$ cat config.mk
export PLATFORM = sky130hd
export DESIGN_NAME = rotate_ctrl
export DESIGN_NICKNAME = d
export VERILOG_FILES = /design/src/rtl/rotate_ctrl.sv
export SDC_FILE = /design/constraint.sdc
export NUM_CORES = 1
export LEC_CHECK = 0
export CAP_MARGIN = 20
export CORE_MARGIN = 3
export CORE_UTILIZATION = 40
export CTS_CLUSTER_SIZE = 25
export DETAILED_ROUTE_END_ITERATION = 7
export PLACE_DENSITY_LB_ADDON = 0.08
export SLEW_MARGIN = 20
export SYNTH_ARGS = -nofsm -noshare
export SYNTH_HDL_FRONTEND = slang
export SYNTH_SLANG_ARGS = --single-unit
$ cat constraint.sdc
create_clock -name clk -period 5 [get_ports clk]
set_clock_uncertainty 0.15 [all_clocks]
set_input_delay 0.5 -clock clk [delete_from_list [all_inputs] [get_ports clk]]
set_output_delay 0.5 -clock clk [all_outputs]
set_load 0.01 [all_outputs]
$ cat src/rtl/rotate_ctrl.sv
// rotate_ctrl: walks the 25 lanes of a 5x5x64 state once, reading each lane,
// rotating it left by its rho offset and writing it back in place.
// Lane order is row-major: for y = 0..4, x follows the external mod-5 counter.
// Optional build macro ROT_CHECK_EN adds a cnt_idx range check with a sticky
// idx_err output; without it the port and the check are absent.
module rotate_ctrl (
  input  logic        clk,
  input  logic        rst,
  input  logic        start,
  output logic        busy,
  output logic        done,
  output logic        up_cnt,
  input  logic [2:0]  cnt_idx,
  output logic [4:0]  rd_addr,
  input  logic [63:0] rd_data,
  output logic        wr_en,
  output logic [4:0]  wr_addr,
  output logic [63:0] wr_data
`ifdef ROT_CHECK_EN
  ,
  output logic        idx_err
`endif
);

  typedef enum logic [1:0] {
    StIdle = 2'd0,
    StRd   = 2'd1,
    StWr   = 2'd2,
    StFin  = 2'd3
  } state_e;

  state_e      r_state;
  state_e      w_state_nxt;
  logic [2:0]  r_y;          // row counter
  logic [2:0]  r_lane;       // lanes completed within the current row
  logic [4:0]  r_addr;       // address issued in RD, reused for the write-back
  logic [2:0]  r_x;          // column index captured in RD
  logic [4:0]  w_rd_addr;
  logic        w_last_lane;
  logic        w_wr_ok;
  logic [5:0]  w_rho;

  // rho offset table indexed by {x, y}; octal literal digits read as x then y.
  function automatic logic [5:0] rho_lookup(input logic [2:0] x, input logic [2:0] y);
    logic [5:0] r;
    case ({x, y})
      6'o00: r = 6'd0;
      6'o01: r = 6'd36;
      6'o02: r = 6'd3;
      6'o03: r = 6'd41;
      6'o04: r = 6'd18;
      6'o10: r = 6'd1;
      6'o11: r = 6'd44;
      6'o12: r = 6'd10;
      6'o13: r = 6'd45;
      6'o14: r = 6'd2;
      6'o20: r = 6'd62;
      6'o21: r = 6'd6;
      6'o22: r = 6'd43;
      6'o23: r = 6'd15;
      6'o24: r = 6'd61;
      6'o30: r = 6'd28;
      6'o31: r = 6'd55;
      6'o32: r = 6'd25;
      6'o33: r = 6'd21;
      6'o34: r = 6'd56;
      6'o40: r = 6'd27;
      6'o41: r = 6'd20;
      6'o42: r = 6'd39;
      6'o43: r = 6'd8;
      6'o44: r = 6'd14;
      default: r = 6'd0;
    endcase
    return r;
  endfunction

  // Full circular left shift; a shift of 0 leaves the right-shift term at 0.
  function automatic logic [63:0] rotl64(input logic [63:0] d, input logic [5:0] r);
    return (d << r) | (d >> (7'd64 - {1'b0, r}));
  endfunction

  assign w_rd_addr   = ({2'b00, r_y} * 5'd5) + {2'b00, cnt_idx};
  assign w_last_lane = (r_lane == 3'd4) && (r_y == 3'd4);
  assign w_rho       = rho_lookup(r_x, r_y);

  // State register plus row/lane counters and the captured RD address/column.
  always_ff @(posedge clk or posedge rst) begin
    if (rst) begin
      r_state <= StIdle;
      r_y     <= 3'd0;
      r_lane  <= 3'd0;
      r_addr  <= 5'd0;
      r_x     <= 3'd0;
    end else begin
      r_state <= w_state_nxt;
      case (r_state)
        StIdle: begin
          if (start) begin
            r_y    <= 3'd0;
            r_lane <= 3'd0;
          end
        end
        StRd: begin
          r_addr <= w_rd_addr;
          r_x    <= cnt_idx;
        end
        StWr: begin
          if (r_lane == 3'd4) begin
            r_lane <= 3'd0;
            r_y    <= r_y + 3'd1;
          end else begin
            r_lane <= r_lane + 3'd1;
          end
        end
        default: ;
      endcase
    end
  end

`ifdef ROT_CHECK_EN
  logic r_idx_err;
  logic r_skip;

  // Range check on the column index: sticky error, and the offending lane is
  // suppressed at write-back while the pass keeps stepping.
  always_ff @(posedge clk or posedge rst) begin
    if (rst) begin
      r_idx_err <= 1'b0;
      r_skip    <= 1'b0;
    end else if (r_state == StRd) begin
      r_skip <= (cnt_idx > 3'd4);
      if (cnt_idx > 3'd4) begin
        r_idx_err <= 1'b1;
      end
    end
  end

  assign idx_err = r_idx_err;
  assign w_wr_ok = ~r_skip;
`else
  assign w_wr_ok = 1'b1;
`endif

  // Next-state logic; start is only looked at in IDLE.
  always_comb begin
    w_state_nxt = r_state;
    case (r_state)
      StIdle:  if (start) w_state_nxt = StRd;
      StRd:    w_state_nxt = StWr;
      StWr:    w_state_nxt = w_last_lane ? StFin : StRd;
      StFin:   w_state_nxt = StIdle;
      default: w_state_nxt = StIdle;
    endcase
  end

  // Output decode; every port is forced to 0 outside the state that uses it.
  always_comb begin
    busy    = (r_state != StIdle);
    done    = 1'b0;
    up_cnt  = 1'b0;
    rd_addr = 5'd0;
    wr_en   = 1'b0;
    wr_addr = 5'd0;
    wr_data = 64'd0;
    case (r_state)
      StRd: rd_addr = w_rd_addr;
      StWr: begin
        up_cnt  = 1'b1;
        wr_en   = w_wr_ok;
        wr_addr = r_addr;
        wr_data = rotl64(rd_data, w_rho);
      end
      StFin: done = 1'b1;
      default: ;
    endcase
  end

endmodule
After elaboration in Yosys (flattened, before gate mapping) --
Memories as Yosys holds them, arrays and structs flattened. Index checks and enable logic that the tools add are counted.
Word-level totals: memory bits (read-only) 384, register bits 16, logic and storage cells 40, memories 1, output and inout bits 78
Operators by class: $add $sub $neg 4, bitwise operators 1, multiplexer cells 13, multiply operators 1, equality and inequality tests 7, reduce and logical (&&, ||, !) cells 6, shift-type cells 2
Memory list:
- (name not given) | words 64, bits a word 6, read ports 1, clocked after Yosys merged registers in 0, wr ports 0, RTL line 46 | case ({x, y})
Operator list (number):
- $mux W64 | 1
- $or A64 B64 Y64 | 1
- $shl A64 B6 Y64 | 1
- $shr A64 B7 Y64 | 1
- $pmux W3 S2 | 2
- $mux W5 | 2
- $mux W3 | 3
- $pmux W2 S4 | 1
- $sub A7 B6 Y7 const A | 1
- $add A3 B1 Y3 const B | 2
- $eq A3 B3 Y1 const B | 2
- $add A5 B3 Y5 | 1
- $mul A3 B3 Y5 const B | 1
- $eq A2 B2 Y1 const B | 2
- $mux W2 | 2
- $ne A2 B2 Y1 const B | 2
- $reduce_bool A2 Y1 | 2
- $reduce_and A3 Y1 | 1
- $eq A2 B1 Y1 const B | 1
- $logic_not A2 Y1 | 1
- $mux W1 | 2
- $reduce_and A2 Y1 | 1
- $logic_and A1 B1 Y1 | 1

Depth between registers and ports, before layout --
An unclocked memory read counts as a cell.
depth in word-level cells 5, depth in mapped cells 17, gate-level depth less buffers 12

Worst setup path before layout --
Ideal clock, no wire load.
kind register -> output, start point register r_y[0], end point output wr_data[14], stages on the path, launching flop included 15, data arrival time 3.598 ns, required time 4.350 ns, slack 0.752 ns, cell sequence dfrtp_1 inv_1 ha_1 and2_1 buf_6 a31o_4 or4_4 a21oi_4 xnor2_1 clkbuf_1 clkbuf_1 nor2_1 a21oi_1 nand2_1 a31oi_1
Between the ends: word-level cells in the longest chain between the ends 5, elaborated cells between the ends (all ways) 6, classes of those cells add/sub: 1; shift: 2; mux: 1; bitwise: 1; memory: 1
RTL lines:
- start, declared | RTL line 34 | logic [2:0] r_y;
- start signal, assigned | RTL line 110 | r_y <= r_y + 3'd1;
- $mem_v2 Z64 W6 (*)
- $sub A7 B6 Y7 | RTL line 79 | return (d << r) | (d >> (7'd64 - {1'b0, r}));
- $shr A64 B7 Y64 | RTL line 79
- $or A64 B64 Y64 (*) | RTL line 79
- $mux W64 (*) | RTL line 165 | case (r_state)
- end, declared | RTL line 18 | output logic [63:0] wr_data
Mark *: on every way between the ends. The rest lies on a longest branch, timed or not.

Worst setup path in the final report --
start point register r_y[2], end point output wr_data[44]
Same word-level chain as after synthesis.

==> impl_metrics.env <==
export IMPL_status="finished with violations"
export IMPL_violations="DRC, setup timing"
export IMPL_root_buffer="clkbuf_16"
export IMPL_vias=13600
export IMPL_clock_fmax_mhz=199
export IMPL_fp_dieArea_sq_um=27500
export IMPL_reg2regPathDepth=10
export IMPL_wirelength_um=61800
export IMPL_place_ws_ns=0.00482
export IMPL_hold_path_depth=1
export IMPL_hold_end="r_addr[1]"
export IMPL_fin_nets=1734
export IMPL_ys_types=96
export IMPL_cap_viol_max_count=0
export IMPL_cts_tree="built"
export IMPL_track_usage=0.414
export IMPL_port_buffers=147
export IMPL_yosysTopAreaCellShare=0.343
export IMPL_regToRegEndpoint="r_addr[4]"
export IMPL_drc=4
export IMPL_syn_nets=1447
export IMPL_avgRoutedWirePerCell_um=31.4
export IMPL_synth_top_family_by_area="multiplexers"
export IMPL_ys_flop_type="dfrtp_1"
export IMPL_rsz0062_at_grt="true"
export IMPL_postSynthCellCount=1355
export IMPL_synth_compound_area_frac=0.263
export IMPL_synth_area_leaders="mux2i_1 (34%), nand2_1 (5.2%), mux2_2 (5.2%)"
export IMPL_ios=148
export IMPL_htree_levels=1
export IMPL_grt_pass1_wl_um=87100
export IMPL_tightest_slew_ns=1.01
export IMPL_synth_xor_area_share=0.00673
export IMPL_start_util=0.413
export IMPL_row_count=57
export IMPL_die_y_um=166
export IMPL_ys_ff_latch=16
export IMPL_slew_headroom=0.324
export IMPL_ys_warnings_count=0
export IMPL_clock_path_buffers=2
export IMPL_synth_fa_ha_area_frac=0.0276
export IMPL_synthArstFlopShare=1.00
export IMPL_period_minus_slack_ns=5.03
export IMPL_post_route_period_util=1.01
export IMPL_path_class="reg2out"
export IMPL_grt_pass1_vias=12800
export IMPL_synth_area_per_cell_sq_um=7.55
export IMPL_drive_above_1_share=0.307
export IMPL_synth_top_area_cell="mux2i_1"
export IMPL_numCtsBuffers=3
export IMPL_vias_per_cell=6.93
export IMPL_nFillCells=2203
export IMPL_first_pass_iters=8
export IMPL_critPathArrivalTime_ns=4.38
export IMPL_cp_start_kind="register"
export IMPL_clkLatencyLatePin_ns=0.25
export IMPL_dp_final_hpwl_um=48200
export IMPL_path_clk_slew_ns=0.05
export IMPL_grt_start_max_net_pins=59
export IMPL_yosysSeqAreaShare=0.0391
export IMPL_hold_viol=0
export IMPL_crit_path_end_kind="output pin"
export IMPL_hold_buffers=0
export IMPL_setup_viol=2
export IMPL_grt_overflow_total=0
export IMPL_core_area_sq_um=24700
export IMPL_yosys_area_share_simple=0.168
export IMPL_synth_enable_flop_cells=0
export IMPL_die_x_um=166
export IMPL_r2r_start="r_y[0]"
export IMPL_hp_start="r_addr[1]"
export IMPL_grt_antenna_before_repair=3
export IMPL_min_path_type="reg2reg"
export IMPL_synth_area_mux_share=0.422
export IMPL_slew_viol_final=0
export IMPL_fin_ws_ns=-0.0326
export IMPL_antenna_left=0
export IMPL_required_ns=4.35
export IMPL_rrSetupSlack_ns=2.41
export IMPL_cts_sinks=16
export IMPL_syn_to_final_growth_pct=46.4
export IMPL_syn_area_sq_um=10200
export IMPL_gp_congestion=1.12
export IMPL_drtIter0Drc=2372
export IMPL_path_max_fanout=12
export IMPL_holdWs_ns=0.321
final cells by class:
type,count,area [sq um],share of cell area
Antenna cell,1,2.50,0.000167
Clock buffer,4,88.8,0.00593
Inverter,21,78.8,0.00527
Multi-Input combinational cell,1194,10200,0.679
Sequential cell,16,402,0.0268
Tap cell,324,405,0.0271
Timing Repair Buffer,406,3820,0.255
worst max-delay path by stage:
stage / start / to / slack [ns] / cells past startpoint
4_1_cts: r_y[2] / wr_data[15] / -0.02 / 16
3_5_place_dp: r_y[0] / wr_data[21] / 0.005 / 16
5_1_grt: r_y[0] / wr_data[37] / -0.16 / 17
3_3_place_gp: r_y[0] / wr_data[21] / -0.07 / 16
2_1_floorplan: r_y[0] / wr_data[14] / 0.75 / 14
6_report: r_y[2] / wr_data[44] / -0.03 / 15
per-stage QoR:
stage                     cells  TNS (ns)  utilization  instance area [sq um]
after floorplan            1355         0            -                  10200
after global placement     1922   -0.0809        0.540                  13400
after detailed placement   1922         0        0.540                  13400
after CTS                  1938   -0.0231        0.566                  14000
after global routing       1965    -0.669        0.605                  15000
final                      1966   -0.0445        0.605                  15000
worst max-delay path: stages, from the launching register on:
cell and delay (ns):
dfrtp_1 0.44, buf_4 0.22, and2_2 0.23, a31o_4 0.29, nor4_4 0.34, buf_4 0.22, o21ai_1 0.15, nand2_4 0.16
buf_12 0.17, buf_4 0.19, mux2i_4 0.37, a21oi_2 0.14, a221oi_1 0.44, a311oi_1 0.10, buf_4 0.18, clkdlybuf4s50_1 0.48
Yosys cell counts, types with 4 or more instances:
cell type / number
mux2i_1: 351
nand2_1: 143
nor2_1: 91
a21oi_1: 63
o21ai_0: 56
clkbuf_1: 52
nand3_1: 49
mux2_2: 47
a211oi_1: 40
buf_2: 38
o22ai_1: 28
a31oi_1: 24
buf_4: 21
ha_1: 21
nor3_1: 21
and2_1: 20
o211ai_1: 20
inv_1: 19
a22oi_1: 18
dfrtp_1: 16
a221oi_1: 12
mux4_2: 10
o21ai_1: 10
o221ai_1: 10
buf_6: 8
o211a_1: 8
a211o_1: 7
a21o_1: 7
and3_1: 7
nand2b_1: 7
a32oi_1: 6
a222oi_1: 5
a22o_1: 5
a311oi_1: 5
o21a_1: 5
o31a_1: 5
xnor2_1: 5
buf_1: 4
nand4_1: 4
o2111ai_1: 4
o22a_1: 4
o311a_1: 4
layer usage:
metal	GRT usage	routed length, um	up-vias
met5	0	20	-
li1	-	-	5788
met3	0.113	8590	260
met4	0.186	4190	4
met1	0.561	23700	6382
met2	0.614	25300	1192
cells in the final DEF, fill, tap and decap left out, types with 17 or more instances in the layout:
cell type,netlist,layout
a211oi_1,40,34
ha_1,21,20
nand2_1,143,141
mux2i_2,1,55
nor2_1,91,88
dlymetal6s2s_1,0,34
o21ai_0,56,50
nor3_1,21,17
inv_1,19,18
a21oi_1,63,58
mux2_2,47,45
mux2i_4,1,38
o22ai_1,28,24
a31oi_1,24,22
nand3_1,49,49
mux2i_1,351,260
buf_4,21,230
o211ai_1,20,20
clkdlybuf4s50_1,0,97
registers in the layout (all words and copies together), names as in the netlist:
register / count
r_x: 3
r_lane: 3
r_y: 3
r_addr: 5
r_state: 2
logic make-up after synthesis:
logic type	after synthesis
buf+inv	146
fa+ha+maj	22
simple gates	372
flops	16
xor+xnor	7
mux	411
compound gates	381
timing repair:
item / CTS / global route
endpoints found under the hold margin: 0 / 0
setup endpoints to repair: 58 / 58
pin swaps: 11 / 14
buffers inserted: 10 / 25
resized for setup: 106 / 164
gates cloned: 2 / 2
Power is left out: the tool's default activity adds up to more than one toggle a clock period on the data nets, which glitch-free logic cannot reach.
